--- src/rtl/rom_pattern_sequencer.sv ---
// rom_pattern_sequencer: steps an asynchronous ROM address at a programmable
// rate and captures each word into a registered output. It supports
// one-shot and looping playback of the full image.
module rom_pattern_sequencer #(
  parameter int DATA_WIDTH = 8,
  parameter int ADDR_WIDTH = 3,
  parameter int TICK_DIV   = 4
) (
  input  logic                  clk,
  input  logic                  rst_n,
  input  logic                  start,
  input  logic                  stop,
  input  logic                  loop,
  input  logic [DATA_WIDTH-1:0] rom_q,
  output logic [ADDR_WIDTH-1:0] addr,
  output logic [DATA_WIDTH-1:0] dout,
  output logic                  dout_valid,
  output logic                  busy,
  output logic                  done
);

  localparam int CW = $clog2(TICK_DIV) + 1;
  localparam logic [CW-1:0]         CNT_LAST = CW'(TICK_DIV - 1);
  localparam logic [ADDR_WIDTH-1:0] ADDR_MAX = '1;

  typedef enum logic [1:0] {
    IDLE,
    FETCH,
    HOLD
  } state_t;

  state_t                  state, state_n;
  logic [CW-1:0]           cnt, cnt_n;
  logic [ADDR_WIDTH-1:0]   addr_n;
  logic [DATA_WIDTH-1:0]   dout_n;
  logic                    dout_valid_n;
  logic                    busy_n;
  logic                    done_n;

  // Next-state and next-output logic; every output is registered below.
  always_comb begin
    state_n      = state;
    cnt_n        = cnt;
    addr_n       = addr;
    dout_n       = dout;
    dout_valid_n = 1'b0;
    done_n       = 1'b0;
    busy_n       = busy;
    case (state)
      IDLE: begin
        if (start && !stop) begin
          state_n = FETCH;
          addr_n  = '0;
          cnt_n   = '0;
          busy_n  = 1'b1;
        end
      end
      FETCH: begin
        if (stop) begin
          state_n = IDLE;
          addr_n  = '0;
          cnt_n   = '0;
          busy_n  = 1'b0;
        end else begin
          state_n      = HOLD;
          dout_n       = rom_q;
          dout_valid_n = 1'b1;
          cnt_n        = '0;
        end
      end
      HOLD: begin
        if (stop) begin
          state_n = IDLE;
          addr_n  = '0;
          cnt_n   = '0;
          busy_n  = 1'b0;
        end else if (cnt == CNT_LAST) begin
          cnt_n = '0;
          if (addr != ADDR_MAX) begin
            addr_n  = addr + ADDR_WIDTH'(1);
            state_n = FETCH;
          end else if (loop) begin
            addr_n  = '0;
            state_n = FETCH;
          end else begin
            addr_n  = '0;
            done_n  = 1'b1;
            busy_n  = 1'b0;
            state_n = IDLE;
          end
        end else begin
          cnt_n = cnt + CW'(1);
        end
      end
      default: begin
        state_n = IDLE;
        addr_n  = '0;
        cnt_n   = '0;
        busy_n  = 1'b0;
      end
    endcase
  end

  // State and output registers with asynchronous active-low reset.
  always_ff @(posedge clk or negedge rst_n) begin
    if (!rst_n) begin
      state      <= IDLE;
      cnt        <= '0;
      addr       <= '0;
      dout       <= '0;
      dout_valid <= 1'b0;
      done       <= 1'b0;
      busy       <= 1'b0;
    end else begin
      state      <= state_n;
      cnt        <= cnt_n;
      addr       <= addr_n;
      dout       <= dout_n;
      dout_valid <= dout_valid_n;
      done       <= done_n;
      busy       <= busy_n;
    end
  end

endmodule
--- config.mk ---
export PLATFORM = sky130hd
export DESIGN_NAME = rom_pattern_sequencer
export DESIGN_NICKNAME = d
export VERILOG_FILES = /design/src/rtl/rom_pattern_sequencer.sv
export SDC_FILE = /design/constraint.sdc
export NUM_CORES = 1
export LEC_CHECK = 0
export BUFFER_PORTS_ARGS = -buffer_cell sky130_fd_sc_hd__buf_2
export CAP_MARGIN = 40
export CORE_MARGIN = 2
export CORE_UTILIZATION = 45
export CTS_CLUSTER_SIZE = 8
export DETAILED_ROUTE_END_ITERATION = 8
export PLACE_DENSITY = 0.8
export SYNTH_ARGS = -nofsm -noshare
export SYNTH_HDL_FRONTEND = slang
export SYNTH_SLANG_ARGS = --single-unit
--- constraint.sdc ---
create_clock -name clk -period 1.71 [get_ports clk]
set_input_delay 0.342 -clock clk [delete_from_list [all_inputs] [get_ports clk]]
set_output_delay 0.342 -clock clk [all_outputs]
set_load 0.02 [all_outputs]
Word level (Yosys, flattened, before mapping)
Index checks and enable logic that the tools add are counted.

Register bits: 19. Latch bits: 0. RAM bits: 0. Memory bits (read-only): 0. Bits of input ports: 13. Output and inout port bits: 14. Word-level logic and storage cells: 56. Memories: 0.

$add $sub $neg: 2. Multipliers: 0. Div/mod/pow operators: 0. Magnitude comparators: 0. Eq/ne operators: 9. Shift operators: 0. Muxes and demuxes: 30. Bitwise operators: 1. Reduce and logical (&&, ||, !) cells: 7.

Operators with widths (number): 3-bit two-way mux (7); 1-bit two-way mux (15); 3-bit != test, second input constant (4); 3-bit one-hot mux with 3 select lines (1); 2-bit two-way mux (4); 3-bit by 1-bit adder with 3-bit output, second input constant (2); 2-bit one-hot mux with 3 select lines (1); 3-bit one-hot mux with 2 select lines (1); 5-bit AND reduction (1); 2-bit != test, second input constant (2); 2-bit AND reduction (2); 3-bit by 2-bit == test with 1-bit output, second input constant (1); 1-bit one-hot mux with 3 select lines (1); 3-bit AND reduction (1); 2-bit by 1-bit == test with 1-bit output, second input constant (1); 2-bit == test, second input constant (1); 2-bit logical NOT (1); 1-bit logical AND (1); 1-bit logical NOT (1); 1-bit NOT (1).

Logic depth before layout (Yosys ltp)
Gate-level depths: netlist (run 1).

Depth in word-level cells: 5. Depth in mapped cells: 6. Depth with buffers taken out: 6.

Worst setup path before layout (run 1)
OpenSTA, ideal clock, no wires.

Kind: register to register. Start point: register addr[0]. End point: register addr[2]. Library setup time: 0.125 ns. Arrival: 1.356 ns. Data required time: 1.585 ns. Slack: 0.230 ns. Cell stages (with the launch flop): 5. Path buffers: 0. Clock period less this slack: 1.480 ns. Cell sequence: dfrtp_1 > ha_1 > ha_1 > and3_2 > mux2_2.

Word-level cells in the longest chain between the ends: 5. Elaborated cells on any way between the ends: 6. Those cells by class: 1 x add/sub; 1 x eq/ne; 4 x mux.

Ends and longest elaborated chain: start: declaration (RTL line 15) `output logic [ADDR_WIDTH-1:0] addr,`; start signal: assignment (RTL line 117) `addr <= addr_n;`; 3-bit by 1-bit adder with 3-bit output / 3-bit != test (equally long branches) (RTL line 80, 79); 3-bit two-way mux (*) (RTL line 79) `if (addr != ADDR_MAX) begin`; 3-bit two-way mux (*) (RTL line 77) `end else if (cnt == CNT_LAST) begin`; 3-bit two-way mux (*) (RTL line 72) `if (stop) begin`; 3-bit one-hot mux with 3 select lines (*) (RTL line 49) `case (state)`.

Every way passes the cells marked *; elsewhere a longest branch is shown, timed or not. The select of a mux whose other input is x is not followed. A chain may end at the register's enable or synchronous reset.

Final worst setup path (run 1)
Start point: register cnt[0]. End point: register addr[1].

Word-level cells in the longest chain between the ends: 3.

Ends and longest elaborated chain: start: declaration (RTL line 33) `logic [CW-1:0] cnt, cnt_n;`; start signal: assignment (RTL line 116) `cnt <= cnt_n;`; 3-bit by 2-bit == test with 1-bit output (RTL line 77); 3-bit != test (no line); 3-bit AND reduction (no line).

No other way between the ends.

==> results of run 1 <==
-- logic make-up after synthesis --
| logic type | after synthesis | share of synthesized area, % |
|---|---|---|
| muxes | 11 | 14.6 |
| DFF | 19 | 56.2 |
| buffers and inverters | 5 | 3.55 |
| and+or+nand+nor | 18 | 11.8 |
| adders and majority gates | 3 | 4.44 |
| AOI/OAI and AO/OA | 11 | 9.32 |
-- metal layers --
metal	track usage, %	up-vias	wire, microns
met5	0	-	0
met4	11.7	0	47
met3	3.46	5	57
met2	23.2	15	707
met1	17.9	296	629
li1	-	293	-
-- power groups by stage --
stage	Combinational, uW	Sequential (uW)	Clock [uW]
6_report	290	556	227
5_1_grt	317	565	250
4_1_cts	295	557	236
3_5_place_dp	293	566	0
3_3_place_gp	287	562	0
2_1_floorplan	108	646	0
-- area by class of cell --
cell class,count,area share (%)
Multi-Input combinational cell,43,32.9
Tap cell,25,3.03
Sequential cell,19,46.0
Clock inverter,1,0.484
Clock buffer,3,2.18
Inverter,3,1.09
Timing Repair Buffer,28,14.3
-- placed cells by master (no fill, tap or decap), drive strengths merged --
| cell | n |
|---|---|
| o311ai | 1 |
| a211oi | 1 |
| nand2b | 3 |
| nor2 | 3 |
| o21ai | 5 |
| mux2 | 11 |
| nand2 | 4 |
| or2b | 1 |
| and2 | 1 |
| buf | 27 |
| inv | 3 |
| o22a | 1 |
| dlygate4sd3 | 1 |
| a21oi | 1 |
| and3 | 1 |
| o21a | 1 |
| ha | 3 |
| nor3b | 1 |
| nor3 | 3 |
| a21o | 1 |
| nand3 | 1 |
| dfrtp | 19 |
| clkinv | 1 |
| clkbuf | 3 |
-- flip-flops by register name, summed over array words and instances, names as in the netlist --
register / cells
dout_valid: 1
state: 2
cnt: 3
done: 1
addr: 3
dout: 8
busy: 1
-- worst paths after layout --
path	startpoint	end	slack (ns)	cells past startpoint
max in group asynchronous	rst_n	busy$_DFFE_PN0P_	0.94	2
min in group asynchronous	rst_n	dout_valid$_DFF_PN0_	0.49	2
min	stop	state[0]$_DFFE_PN0P_	0.25	2
min reg2reg	cnt[2]$_DFFE_PN0P_	cnt[2]$_DFFE_PN0P_	0.50	1
max reg2reg	cnt[0]$_DFFE_PN0P_	addr[1]$_DFFE_PN0P_	0.16	5
max	cnt[0]$_DFFE_PN0P_	addr[1]$_DFFE_PN0P_	0.16	5
-- stage by stage --
stage	worst slack [ns]	hold slack [ns]	total power, uW	cell area [sq um]
2_1_floorplan	0.230	0.0464	754	846
3_3_place_gp	0.201	0.291	850	996
3_5_place_dp	0.182	0.294	859	996
4_1_cts	0.158	0.241	1090	1030
5_1_grt	0.0736	0.245	1130	1030
6_report	0.163	0.245	1070	1030
-- worst max-delay path, stage by stage (launching register included) --
cell and delay, ns:
dfrtp_1 0.41, ha_1 0.22, nand2b_1 0.16, nand3_2 0.13, o311ai_2 0.15, mux2_2 0.38
==> results.md, run 1 <==
- Antenna-violating nets left: 0
- CTS tree: done
- Post-synth top area share: between 50% and 60%
- Critical Path Sink Type: flip-flop
- Sequential area share after synthesis: 56.2%
- Number of synthesized flops with an enable pin: 0
- Number of gates resized after cts: 0
- Most frequent cell after synthesis: dfrtp_1
- Crit start category: flip-flop
- Largest net degree at the start of global routing: 20
- Pwr Density: slightly above 1000 nW/um^2
- Worst Max-Slew Pin Slew: around 0.39 ns
- Setup CP Type: flip-flop to flip-flop
- First-pass GRT wire length: approximately 2200 microns
- Most common flop cell mapped by yosys: dfrtp_1
- Worst hold path class: input pin to flip-flop
- Drt pass-1 iters: 3
- WL final: ~1400 microns
- CTS Buf Count: 3
- Sum Neg Setup Slack: 0 ns
- FF+latch count, synth: 19
- Port bufs: 26
- H-Tree Depth: 1
- Multi-input gate area: ~340 sq um
- Dpl hpwl: between 1000 and 1500 microns
- Post-synthesis instance area: 846 sq um
- # Max-Cap Violations: 0
- CTS clk-pin slew, worst paths: 0.10 ns
- Switching power: ~340 uW
- Status: completed
- CTS root buf: clkbuf_4
- Max-slew violations: 0
- Filler Cells Inserted: around 150
- Area contributors post-synth: dfrtp_1 56%, mux2_2 15%, ha_1 4.4%
- Int Power: approximately 730 uW
- Max clock buf depth: 2
- Hold Vio Cnt, Final: 0
- Wirelength per Cell: around 12 microns
- Fin crit share: between 90% and 100%
- CP arrival: 1.75 ns
- # diodes: 0
- Peak Freq: about 0.65 GHz
- Static leakage: about 0.00053 uW
- Vias/cell: about 5
- Most instantiated cells after synthesis: 19 x dfrtp_1, 11 x mux2_2, 5 x o21ai_0
- Asr flop ratio synth: between 90% and 100%
- Dpl cells: between 100 and 150
- I/O pin cnt: 27
- Row cnt: 15
- Share of layout cells above drive strength 1: about half
- Worst-Skew Late Latency: around 0.31 ns
- CTS Hold Buffers Added: 1
- Combinational Power Share: a little over a quarter
- Initial antenna violation count: 0
- Core Region: ~1700 sq um
- Grt total ovfl: 0
- Die Height: roughly 47 microns
- Initial Util: between 40% and 50%
- Distinct cells, synth: 22
- Ys Warns: 0
- Area growth syn-to-layout: 22.2%
- Avg Cell Area, Syn: 12.6 sq um
- Via count: 609
- # DRC: 0
- Final setup viols: 0
- GPL Wtd Cong: 0.744
- Peak supply drop: 0.455 mV
- Flop pwr share: about half
- Clock power frac: about a fifth
- RSZ-0062 raised after global routing: no
- Leading area contributor after synthesis: dfrtp_1
- Worst EP required: between 1.5 and 2 ns
- Chip Width: 47.4 microns
- Min Tclk post-route: about 1.5 ns
- Cells after Synth: 67
- Sw Ratio: between 30% and 40%
- Relative slew margins: around three quarters
- Post-Syn Nets: 83
- Fin cells: between 100 and 150
- Critical path fanouts, max: 4
- Clock Sinks: 19
- Die area: about 2200 sq um
- Register area: roughly 480 sq um
- Clk_skew: between 0.004 and 0.005 ns
- Initial DRC count: 5
- Post-CTS Setup Bufs: 0
- Vias in the first global route: around 570
- Gr usage total: ~15%
- Final nets: between 100 and 150
- Utilization after layout: just under 60%
(Power assumes the default switching activity.)
==> inputs of run 2 (changes only) <==
--- a/config.mk
+++ b/config.mk
@@ -11,7 +11,8 @@
 export CORE_UTILIZATION = 45
 export CTS_CLUSTER_SIZE = 8
 export DETAILED_ROUTE_END_ITERATION = 8
-export PLACE_DENSITY = 0.8
+export PLACE_DENSITY_LB_ADDON = 0.12
+export SETUP_SLACK_MARGIN = 0.3
 export SYNTH_ARGS = -nofsm -noshare
 export SYNTH_HDL_FRONTEND = slang
 export SYNTH_SLANG_ARGS = --single-unit
==> run 2 against run 1 <==
Against the previous run: sequential share of layout area decreased by 3.7 points; critical path depth down 2; sequential cell count unchanged; wire length up 10%; register-to-register slack gained 0.16 ns; final cell count is 3.3% higher; worst setup slack gained 0.16 ns; utilization up 5.7 points; critical endpoint is now addr[2]$_DFFE_PN0P_; largest cell class unchanged; largest power group unchanged; highest routed layer unchanged.
==> results.md, run 2 (synthesis gave the netlist of run 1 again) <==
- Max stage delay on crit path: around 0.5 ns
- Final setup viols: 0
- CTS tree: done
- Fin cells: between 100 and 150
- Worst EP required: around 1.9 ns
- Max clock buf depth: 2
- Vias in the first global route: approximately 570
- Clock Sinks: 19
- Most frequent cells in the layout: 26 x buf_2, 16 x dfrtp_1, 8 x mux2_2, 5 x buf_4, 4 x nand2_1
- Worst-path cell chain: o21ai_1 -> o311ai_4 -> mux2_4
- Peak supply drop: just under 0.7 mV
- Critical Path Sink Type: flip-flop
- Regs by FF count: dout: 8 flops, addr: 3 flops, cnt: 3 flops
- Relative slew margins: 70.0%
- GPL Wtd Cong: around 0.8
- Grt total ovfl: 0
- Wirelength per Cell: roughly 13 microns
- Worst hold path class: input pin to flip-flop
- Via count: 635
- Slowest-stage cell, CP: dfrtp_1
- CP arrival: 1.57 ns
- Post-route cell area: between 1000 and 1500 sq um
- Max-slew violations: 0
- Area growth syn-to-layout: 34.0%
- Setup CP Type: flip-flop to flip-flop
- Die Height: 47.4 microns
- Placement-stage cell area: ~1000 sq um
- CTS root buf: clkbuf_4
- Chip Width: approximately 47 microns
- Sum Neg Setup Slack: 0 ns
- Peak Freq: between 0.7 and 0.8 GHz
- CTS Buf Count: 3
- Filler Cells Inserted: roughly 140
- Status: completed
- # Max-Cap Violations: 0
- First-pass GRT wire length: 2360 microns
- Crit start category: flip-flop
- # DRC: 0
- Core Region: ~1700 sq um
- H-Tree Depth: 1
- Total power: about 1100 uW
- Initial DRC count: 20
- Vias/cell: approximately 5.0
- Static leakage: ~0.00056 uW
- Initial Util: 48.5%
- # diodes: 0
- Min Tclk post-route: ~1.4 ns
- Row cnt: 15
- Initial antenna violation count: 0
- Drt pass-1 iters: 4
- Largest register FFs: 8
- Place WS: between 0.15 and 0.2 ns
- Hold Vio Cnt, Final: 0
- Dpl hpwl: roughly 1100 microns
- Die area: between 2000 and 2500 sq um
- Final nets: between 100 and 150
- Port bufs: 26
- CTS clk-pin slew, worst paths: 0.11 ns
- Gr usage total: around 15%
- I/O pin cnt: 27
- Largest net degree at the start of global routing: 20
- Share of layout cells above drive strength 1: slightly below 60%
- Top reg by flops: dout
- WL final: about 1600 microns
- Setup ws final: between 0.3 and 0.4 ns
- Antenna-violating nets left: 0
- Commonest non-fill, non-tap cell in the layout: buf_2
- Fin crit share: around 80%
- RSZ-0062 raised after global routing: yes
- Pwr Density: slightly below 1000 nW/um^2
- Clk_skew: roughly 0.0036 ns
- Critical path fanouts, max: 7
- Dpl cells: roughly 120
- Worst-Skew Late Latency: approximately 0.29 ns
- Worst Max-Slew Pin Slew: 0.448 ns
[run 2: cell types whose count changed in the layout (fill, tap and decap cells not counted), moves of 2 or more]
cell	delta
nand2b_4	+2
mux2_4	+3
dfrtp_1	-3
nand2b_1	-2
buf_4	+4
dfrtp_2	+3
ha_1	-3
ha_2	+2
mux2_2	-3
o21ai_0	-2
o21ai_1	+2
[run 2: timing repair]
item / in CTS / in global routing
buffers inserted: 4 / 1
resized for setup: 6 / 8
endpoints found under the hold margin: 19 / 0
endpoints found under the setup margin: 13 / 13
hold buffers: 1 / 0
[run 2: stage by stage]
step                      hold WS [ns]  utilization (%)
after global routing             0.251             64.9
after global placement           0.303             57.7
final                            0.267             64.9
after CTS                        0.261             62.2
after floorplan                 0.0464                -
after detailed placement         0.302             57.7
[run 2: power breakdown]
group / total (uW) / leakage (uW) / switching, uW / internal [uW]
clock: 224 / 0.0000177 / 137 / 87.1
sequential: 561 / 0.000238 / 40.7 / 520
combinational: 308 / 0.000299 / 169 / 139
total: 1090 / 0.000555 / 347 / 746
[run 2: area by class of cell]
cell class | instances | area [sq um] | area share (%)
Clock buffer | 3 | 22.5 | 1.99
Multi-Input combinational cell | 43 | 407 | 35.9
Sequential cell | 19 | 479 | 42.3
Clock inverter | 1 | 5.00 | 0.442
Tap cell | 25 | 31.3 | 2.76
Inverter | 3 | 11.3 | 0.993
Timing Repair Buffer | 32 | 178 | 15.7
[run 2: final timing paths]
path	start	end	slack [ns]	cells past startpoint
min reg2reg	cnt[2]$_DFFE_PN0P_	cnt[2]$_DFFE_PN0P_	0.50	1
min	rom_q[0]	dout[0]$_DFFE_PN0P_	0.27	2
min in group asynchronous	rst_n	cnt[1]$_DFFE_PN0P_	0.50	2
max in group asynchronous	rst_n	addr[0]$_DFFE_PN0P_	0.89	2
max	state[0]$_DFFE_PN0P_	addr[2]$_DFFE_PN0P_	0.33	3
max reg2reg	state[0]$_DFFE_PN0P_	addr[2]$_DFFE_PN0P_	0.33	3
[run 2: worst max-delay path: cells and delay by family, from the launching register on]
| kind | cells | cell delay, ns |
|---|---|---|
| flops | 1 | 0.50 |
| compound gates | 2 | 0.45 |
| mux | 1 | 0.33 |
[run 2: layer usage]
| metal | vias up | routed length (microns) | GRT usage (%) | part of all wire, % |
|---|---|---|---|---|
| li1 | 303 | - | - | - |
| met1 | 301 | 687 | 19.8 | 43 |
| met2 | 25 | 779 | 23.5 | 49 |
| met3 | 6 | 96 | 3.46 | 6.0 |
| met4 | 0 | 29 | 9.44 | 1.8 |
| met5 | - | 0 | 0 | 0 |
